File: config.mk
export PLATFORM = sky130hd
export DESIGN_NAME = conv_layer_scheduler_flat
export DESIGN_NICKNAME = d
export VERILOG_FILES = /design/src/rtl/conv_layer_scheduler_pkg.sv /design/src/rtl/conv_layer_scheduler_if.sv /design/src/rtl/conv_layer_scheduler_axis_frame_checker.sv /design/src/rtl/conv_layer_scheduler.sv /design/src/flat_wrapper.sv
export SDC_FILE = /design/constraint.sdc
export NUM_CORES = 1
export LEC_CHECK = 0
export BUFFER_PORTS_ARGS = -buffer_cell sky130_fd_sc_hd__buf_2
export CAP_MARGIN = 40
export CORE_MARGIN = 5
export CORE_UTILIZATION = 29
export DETAILED_ROUTE_END_ITERATION = 10
export GPL_TIMING_DRIVEN = 1
export PLACE_DENSITY_LB_ADDON = 0.15
export REMOVE_ABC_BUFFERS = 1
export SYNTH_ARGS = -nofsm -noshare
export SYNTH_HDL_FRONTEND = slang
export SYNTH_SLANG_ARGS = --single-unit
File: constraint.sdc
create_clock -name clk -period 4 [get_ports clk]
set_input_delay 0.8 -clock clk [delete_from_list [all_inputs] [get_ports clk]]
set_output_delay 0.8 -clock clk [all_outputs]
set_load 0.02 [all_outputs]
File: src/rtl/conv_layer_scheduler_pkg.sv
// Shared constants, FSM state type and image-size helpers for the layer scheduler.
package conv_layer_scheduler_pkg;

  localparam int unsigned MAX_CH  = 256;
  localparam int unsigned MAX_IMG = 128;
  localparam int unsigned SIZE_W  = 8;
  localparam int unsigned CH_W    = 9;
  localparam int unsigned LEN_W   = 15;

  typedef enum logic [2:0] {
    IDLE        = 3'd0,
    LOAD_KERNEL = 3'd1,
    STREAM_IN   = 3'd2,
    DRAIN_OUT   = 3'd3,
    DONE        = 3'd4
  } sched_state_t;

  // log2 of a legal image side; non-power-of-two sides map to 0
  function automatic logic [2:0] size_log2(input logic [SIZE_W-1:0] size);
    logic [2:0] l;
    l = 3'd0;
    case (size)
      8'd4:    l = 3'd2;
      8'd8:    l = 3'd3;
      8'd16:   l = 3'd4;
      8'd32:   l = 3'd5;
      8'd64:   l = 3'd6;
      8'd128:  l = 3'd7;
      default: l = 3'd0;
    endcase
    return l;
  endfunction

  function automatic logic size_legal(input logic [SIZE_W-1:0] size,
                                      input int unsigned max_img);
    return (size_log2(size) != 3'd0) && (int'(size) <= int'(max_img));
  endfunction

  // size*size as 1 << (2*log2(size))
  function automatic logic [LEN_W-1:0] frame_len(input logic [SIZE_W-1:0] size);
    logic [LEN_W-1:0] one;
    one = LEN_W'(1);
    return one << {size_log2(size), 1'b0};
  endfunction

endpackage

File: src/rtl/conv_layer_scheduler_if.sv
// Tap of both AXI-stream handshakes around convolution_top.
interface conv_layer_scheduler_if;
  logic s_axis_tvalid;
  logic s_axis_tready;
  logic s_axis_tlast;
  logic m_axis_tvalid;
  logic m_axis_tready;
  logic m_axis_tlast;

  modport master (
    output s_axis_tvalid, s_axis_tready, s_axis_tlast,
    output m_axis_tvalid, m_axis_tready, m_axis_tlast
  );

  modport slave (
    input s_axis_tvalid, s_axis_tready, s_axis_tlast,
    input m_axis_tvalid, m_axis_tready, m_axis_tlast
  );
endinterface

File: src/rtl/conv_layer_scheduler_axis_frame_checker.sv
// Counts beats of one AXI stream while enabled and flags frames of the wrong
// length, plus any tlast beat seen while the stream is not expected.
module axis_frame_checker
  import conv_layer_scheduler_pkg::*;
(
  input  logic             clk,
  input  logic             aresetn,
  input  logic             enable,
  input  logic [LEN_W-1:0] exp_len,
  input  logic             tvalid,
  input  logic             tready,
  input  logic             tlast,
  output logic             frame_end,
  output logic             len_err
);

  logic [LEN_W-1:0] cnt;
  logic [LEN_W-1:0] cnt_inc;
  logic             beat;

  // beat decode and length check on the tlast beat (count includes that beat)
  always_comb begin
    beat      = tvalid & tready;
    cnt_inc   = cnt + LEN_W'(1);
    frame_end = beat & tlast & enable;
    len_err   = beat & tlast & (enable ? (cnt_inc != exp_len) : 1'b1);
  end

  // beat counter: idle outside the owning state, saturates at exp_len+1
  always_ff @(posedge clk) begin
    if (!aresetn || !enable) begin
      cnt <= '0;
    end else if (beat) begin
      if (tlast)
        cnt <= '0;
      else if (cnt <= exp_len)
        cnt <= cnt_inc;
    end
  end

endmodule

File: src/rtl/conv_layer_scheduler.sv
// Sequences one convolution layer: per output channel load the kernel, stream
// every input channel, then drain the result frame.
module conv_layer_scheduler
  import conv_layer_scheduler_pkg::*;
#(
  parameter int unsigned MAX_CH  = conv_layer_scheduler_pkg::MAX_CH,
  parameter int unsigned MAX_IMG = conv_layer_scheduler_pkg::MAX_IMG
) (
  input  logic                  clk,
  input  logic                  aresetn,
  input  logic                  start,
  input  logic                  abort,
  input  logic [SIZE_W-1:0]     cfg_image_size,
  input  logic [CH_W-1:0]       cfg_in_ch,
  input  logic [CH_W-1:0]       cfg_out_ch,
  input  logic                  kernel_load_ack,
  conv_layer_scheduler_if.slave axis,
  output logic                  Load_kernel_BRAM,
  output logic [SIZE_W-1:0]     Image_size,
  output logic [CH_W-1:0]       Channel_size,
  output logic                  in_dma_req,
  output logic [CH_W-1:0]       oc_idx,
  output logic [CH_W-1:0]       ic_idx,
  output logic                  busy,
  output logic                  done,
  output logic                  cfg_err,
  output logic                  frame_err
);

  sched_state_t     state;
  logic [CH_W-1:0]  out_ch;
  logic [LEN_W-1:0] exp_len;
  logic             cfg_ok;
  logic             start_req;
  logic             s_end, s_err, m_end, m_err;

  // config legality and expected frame length from the latched size
  always_comb begin
    cfg_ok = size_legal(cfg_image_size, MAX_IMG)
           && (cfg_in_ch  != '0) && (int'(cfg_in_ch)  <= int'(MAX_CH))
           && (cfg_out_ch != '0) && (int'(cfg_out_ch) <= int'(MAX_CH));
    start_req = (state == IDLE) && start && !abort;
    exp_len   = frame_len(Image_size);
  end

  axis_frame_checker u_s_chk (
    .clk       (clk),
    .aresetn   (aresetn),
    .enable    (state == STREAM_IN),
    .exp_len   (exp_len),
    .tvalid    (axis.s_axis_tvalid),
    .tready    (axis.s_axis_tready),
    .tlast     (axis.s_axis_tlast),
    .frame_end (s_end),
    .len_err   (s_err)
  );

  axis_frame_checker u_m_chk (
    .clk       (clk),
    .aresetn   (aresetn),
    .enable    (state == DRAIN_OUT),
    .exp_len   (exp_len),
    .tvalid    (axis.m_axis_tvalid),
    .tready    (axis.m_axis_tready),
    .tlast     (axis.m_axis_tlast),
    .frame_end (m_end),
    .len_err   (m_err)
  );

  // layer FSM with registered outputs, channel counters and config latch;
  // frame errors are recorded even on the abort cycle, and a new error on the
  // accepting start cycle wins over the clear
  always_ff @(posedge clk) begin
    if (!aresetn) begin
      state            <= IDLE;
      Load_kernel_BRAM <= 1'b0;
      in_dma_req       <= 1'b0;
      busy             <= 1'b0;
      done             <= 1'b0;
      cfg_err          <= 1'b0;
      frame_err        <= 1'b0;
      Image_size       <= '0;
      Channel_size     <= '0;
      out_ch           <= '0;
      oc_idx           <= '0;
      ic_idx           <= '0;
    end else begin
      done <= 1'b0;
      if (start_req && cfg_ok)
        frame_err <= 1'b0;
      if (s_err || m_err)
        frame_err <= 1'b1;

      if (abort) begin
        state            <= IDLE;
        Load_kernel_BRAM <= 1'b0;
        in_dma_req       <= 1'b0;
        busy             <= 1'b0;
      end else begin
        case (state)
          IDLE: begin
            if (start_req) begin
              if (cfg_ok) begin
                state            <= LOAD_KERNEL;
                Load_kernel_BRAM <= 1'b1;
                busy             <= 1'b1;
                cfg_err          <= 1'b0;
                Image_size       <= cfg_image_size;
                Channel_size     <= cfg_in_ch;
                out_ch           <= cfg_out_ch;
                oc_idx           <= '0;
                ic_idx           <= '0;
              end else begin
                cfg_err <= 1'b1;
              end
            end
          end
          LOAD_KERNEL: begin
            if (kernel_load_ack) begin
              state            <= STREAM_IN;
              Load_kernel_BRAM <= 1'b0;
              in_dma_req       <= 1'b1;
            end
          end
          STREAM_IN: begin
            if (s_end) begin
              if (ic_idx == Channel_size - CH_W'(1)) begin
                state      <= DRAIN_OUT;
                in_dma_req <= 1'b0;
              end else begin
                ic_idx <= ic_idx + CH_W'(1);
              end
            end
          end
          DRAIN_OUT: begin
            if (m_end) begin
              ic_idx <= '0;
              if (oc_idx == out_ch - CH_W'(1)) begin
                state <= DONE;
                done  <= 1'b1;
              end else begin
                oc_idx           <= oc_idx + CH_W'(1);
                state            <= LOAD_KERNEL;
                Load_kernel_BRAM <= 1'b1;
              end
            end
          end
          DONE: begin
            state <= IDLE;
            busy  <= 1'b0;
          end
          default: begin
            state <= IDLE;
            busy  <= 1'b0;
          end
        endcase
      end
    end
  end

endmodule

File: src/flat_wrapper.sv
// flat-port wrapper written by rule: the top's interface ports become plain ports
module conv_layer_scheduler_flat import conv_layer_scheduler_pkg::*;
#(
  parameter int unsigned MAX_CH  = conv_layer_scheduler_pkg::MAX_CH,
  parameter int unsigned MAX_IMG = conv_layer_scheduler_pkg::MAX_IMG
)
  (clk, aresetn, start, abort, cfg_image_size, cfg_in_ch, cfg_out_ch, kernel_load_ack, Load_kernel_BRAM, Image_size, Channel_size, in_dma_req, oc_idx, ic_idx, busy, done, cfg_err, frame_err, axis_s_axis_tvalid, axis_s_axis_tready, axis_s_axis_tlast, axis_m_axis_tvalid, axis_m_axis_tready, axis_m_axis_tlast);
  conv_layer_scheduler_if axis_i ();
  input  logic clk;
  input  logic aresetn;
  input  logic start;
  input  logic abort;
  input  logic [SIZE_W-1:0] cfg_image_size;
  input  logic [CH_W-1:0] cfg_in_ch;
  input  logic [CH_W-1:0] cfg_out_ch;
  input  logic kernel_load_ack;
  output logic Load_kernel_BRAM;
  output logic [SIZE_W-1:0] Image_size;
  output logic [CH_W-1:0] Channel_size;
  output logic in_dma_req;
  output logic [CH_W-1:0] oc_idx;
  output logic [CH_W-1:0] ic_idx;
  output logic busy;
  output logic done;
  output logic cfg_err;
  output logic frame_err;
  input wire logic [$bits(axis_i.s_axis_tvalid)-1:0] axis_s_axis_tvalid;
  input wire logic [$bits(axis_i.s_axis_tready)-1:0] axis_s_axis_tready;
  input wire logic [$bits(axis_i.s_axis_tlast)-1:0] axis_s_axis_tlast;
  input wire logic [$bits(axis_i.m_axis_tvalid)-1:0] axis_m_axis_tvalid;
  input wire logic [$bits(axis_i.m_axis_tready)-1:0] axis_m_axis_tready;
  input wire logic [$bits(axis_i.m_axis_tlast)-1:0] axis_m_axis_tlast;
  assign axis_i.s_axis_tvalid = axis_s_axis_tvalid;
  assign axis_i.s_axis_tready = axis_s_axis_tready;
  assign axis_i.s_axis_tlast = axis_s_axis_tlast;
  assign axis_i.m_axis_tvalid = axis_m_axis_tvalid;
  assign axis_i.m_axis_tready = axis_m_axis_tready;
  assign axis_i.m_axis_tlast = axis_m_axis_tlast;
  conv_layer_scheduler #(.MAX_CH(MAX_CH), .MAX_IMG(MAX_IMG)) u_core (.clk(clk), .aresetn(aresetn), .start(start), .abort(abort), .cfg_image_size(cfg_image_size), .cfg_in_ch(cfg_in_ch), .cfg_out_ch(cfg_out_ch), .kernel_load_ack(kernel_load_ack), .axis(axis_i), .Load_kernel_BRAM(Load_kernel_BRAM), .Image_size(Image_size), .Channel_size(Channel_size), .in_dma_req(in_dma_req), .oc_idx(oc_idx), .ic_idx(ic_idx), .busy(busy), .done(done), .cfg_err(cfg_err), .frame_err(frame_err));
endmodule
==> results.sh <==
export IMPL_yosysWarnings=0
export IMPL_wirelength_microns=16910
export IMPL_reg2reg_slack_ns=0.46
export IMPL_grt_usage_pct=15.28
export IMPL_yosys_area_top_type="dfxtp_1"
export IMPL_clock_fmax_ghz=0.2823
export IMPL_synth_cell_types=67
export IMPL_dr_pass1_iters=5
export IMPL_synth_top_cell_area_share_pct=29.17
export IMPL_fin_cells=1077
export IMPL_wl_per_cell_microns=15.70
export IMPL_post_cts_buffers=0
export IMPL_antenna_found_initial=0
export IMPL_dp_cells=1061
export IMPL_postSynthCellCount=749
export IMPL_critPathRequiredTime_ns=4.26
export IMPL_status="complete, no violations"
export IMPL_final_cell_mix="dfxtp_1 (83), nand2_1 (78), buf_2 (77)"
export IMPL_startpoint_type="flop"
export IMPL_grt_max_degree=35
export IMPL_vdd_drop_max_v=0.0001926
export IMPL_grt_pass1_wl_microns=27790
export IMPL_arrival_ns=3.80
export IMPL_dp_slack_ns=0.5181
export IMPL_synth_seq_cells=83
export IMPL_finalWorstSetupSlack_ns=0.4581
export IMPL_start_util_pct=29.36
export IMPL_min_path_type="reg -> reg"
export IMPL_fp_dieW_microns=150.1
export IMPL_cts_tree="built"
export IMPL_final_core_util_pct=34.18
export IMPL_netlist_area_sq_mm=0.005695
export IMPL_via_per_inst=5.139
export IMPL_regArea_sq_mm=0.001662
export IMPL_setup_viol=0
export IMPL_max_slew_margin_pct=39.67
export IMPL_drv_slew=0
export IMPL_ctsResizeCount=0
export IMPL_area_growth_pct=16.41
export IMPL_grt_pass1_vias=5235
export IMPL_critPathMaxFanout=6
export IMPL_antennaDiodeCount=0
export IMPL_cts_buffers=9
export IMPL_hold_path_cell_count=2
export IMPL_gp_congestion=0.8063
export IMPL_criticalPathCategory="reg -> reg"
export IMPL_vias=5535
export IMPL_synth_area_leaders="dfxtp_1 (29%), xnor2_1 (6.3%), nand2_1 (5.1%), ha_1 (4.8%), a21oi_1 (4.5%)"
export IMPL_htree_levels=3
export IMPL_hold_violations=0
export IMPL_row_count=51
export IMPL_p_total_mw=1.801
export IMPL_busiest_layer="met2"
export IMPL_synthArstFlopShare_pct=0
export IMPL_r2r_start="u_core.Image_size[0]$_SDFFE_PN0P_"
export IMPL_dieArea_sq_mm=0.02254
export IMPL_die_h_microns=150.1
export IMPL_detail_route_antenna_nets=0
export IMPL_cp_end_kind="flop"
export IMPL_met1_usage_pct=21.39
export IMPL_crit_start="u_core.Image_size[0]$_SDFFE_PN0P_"
export IMPL_coreArea_sq_mm=0.01940
export IMPL_synth_avg_cell_area_sq_um=7.604
export IMPL_drive_gt1_share_pct=14.16
export IMPL_seq_area_frac_synth_pct=29.17
export IMPL_rsz0062_at_grt="false"
export IMPL_cts_path_max_buffers=2
export IMPL_final_nets=866
export IMPL_met3_usage_pct=2.649
export IMPL_drcViolationCount=0
export IMPL_rr_worst_depth=12
export IMPL_insertion_delay_ns=0.34
export IMPL_post_route_period_util_pct=88.55
export IMPL_dominantRegCellSynth="dfxtp_1"
export IMPL_finClkSkew_ns=0.006297
export IMPL_r2r_end="u_core.u_s_chk.cnt[9]$_SDFFE_PP0P_"
export IMPL_ios=78
export IMPL_tightest_slew_ns=0.9009
export IMPL_powerDensity_mw_per_mm2=271.7
export IMPL_final_common_cell="dfxtp_1"
export IMPL_cts_sinks=83
export IMPL_endpoint="u_core.u_s_chk.cnt[9]$_SDFFE_PP0P_"
export IMPL_drt_iter0_drc=340
export IMPL_multiInputGateArea_sq_mm=0.003786
export IMPL_portBuffers=77
export IMPL_root_buffer="clkbuf_16"
export IMPL_cts_hold_buf=0
export IMPL_num_fill_cells=2157
export IMPL_p_leak_nw=2.555
export IMPL_dpl_hpwl_microns=12560
export IMPL_grtUsageMet2_pct=23.56
export IMPL_synth_edf_count=0
export IMPL_cap_violations=0
export IMPL_period_needed_ns=3.542
export IMPL_gr_total_overflow=0
export IMPL_clkSlewWorstSetupHoldPaths_ns=0.07
[sequential cells by signal, indices dropped and copies added, names as in the netlist, 3 cells and up]
register / cells
u_core.Channel_size: 9
u_core.Image_size: 8
u_core.ic_idx: 9
u_core.oc_idx: 9
u_core.out_ch: 9
u_core.state: 3
u_core.u_m_chk.cnt: 15
u_core.u_s_chk.cnt: 15
[stage by stage]
step	hold WS, ns	TNS, ns	cell area (sq um)
after floorplan	0.4511	-0.07911	5515
after global routing	0.5345	0	6630
after CTS	0.4971	0	6630
final	0.4909	0	6630
after detailed placement	0.4876	0	6326
after global placement	0.4665	0	6326
[metal layers]
| layer | routed length [microns] | part of all wire [%] | up-vias |
|---|---|---|---|
| met4 | 361 | 2.1 | 0 |
| met5 | 0 | 0 | - |
| met2 | 7515 | 44 | 112 |
| met3 | 761 | 4.5 | 23 |
| met1 | 8266 | 49 | 2578 |
| li1 | - | - | 2822 |
[final cells by class]
class,count,area share (%)
Tap cell,265,5.001
Inverter,19,1.076
Multi-Input combinational cell,605,57.11
Clock buffer,10,3.604
Timing Repair Buffer,89,7.171
Sequential cell,83,25.06
Clock inverter,6,0.9813
[report_power, final]
group / switching, mW / internal (mW)
Sequential: 0.00197 / 0.828
Combinational: 0.0619 / 0.0391
Clock: 0.369 / 0.501
Total: 0.433 / 1.37
[cell usage after synthesis (17+ instances only)]
master    instances
nor4_1           17
dfxtp_1          83
nand3_1          35
clkbuf_1         37
nor3_1           25
xor2_1           23
nand3b_1         20
a21oi_1          51
xnor2_1          41
and3_1           24
nand2_1          78
nor2_1           65
inv_1            19
o21ai_0          39
a21boi_0         24
ha_1             22
[critical path, cell delays in order (launching register included)]
cell,delay [ns]
dfxtp_1,0.33
nor4_1,0.36
nand4b_1,0.20
buf_4,0.21
ha_1,0.28
a211o_1,0.29
a211o_1,0.29
a211o_1,0.28
a211oi_1,0.25
o21ai_1,0.14
a21oi_1,0.20
or4b_1,0.45
a21oi_1,0.17
[cell families (layout without fill, tap and decap cells)]
logic type,after synthesis,after routing,synth area share (%)
and+or+nand+nor,326,326,29.64
xor gates and xnor gates,64,64,9.842
DFF,83,83,29.17
other,1,2,0.06584
AOI/OAI and AO/OA,185,185,20.87
buffers and inverters,62,124,4.481
muxes,6,6,1.098
adders and majority gates,22,22,4.833
[worst min path at each step]
| stage | start | to | slack, ns |
|---|---|---|---|
| after floorplan | u_core.out_ch[7]$_SDFFE_PN0P_ | u_core.out_ch[7]$_SDFFE_PN0P_ | 0.45 |
| after global placement | u_core.cfg_err$_SDFFE_PN0P_ | u_core.cfg_err$_SDFFE_PN0P_ | 0.47 |
| after detailed placement | u_core.out_ch[6]$_SDFFE_PN0P_ | u_core.out_ch[6]$_SDFFE_PN0P_ | 0.49 |
| after CTS | u_core.out_ch[6]$_SDFFE_PN0P_ | u_core.out_ch[6]$_SDFFE_PN0P_ | 0.50 |
| after global routing | u_core.out_ch[7]$_SDFFE_PN0P_ | u_core.out_ch[7]$_SDFFE_PN0P_ | 0.53 |
| final | u_core.out_ch[6]$_SDFFE_PN0P_ | u_core.out_ch[6]$_SDFFE_PN0P_ | 0.49 |
(Power assumes the default switching activity.)
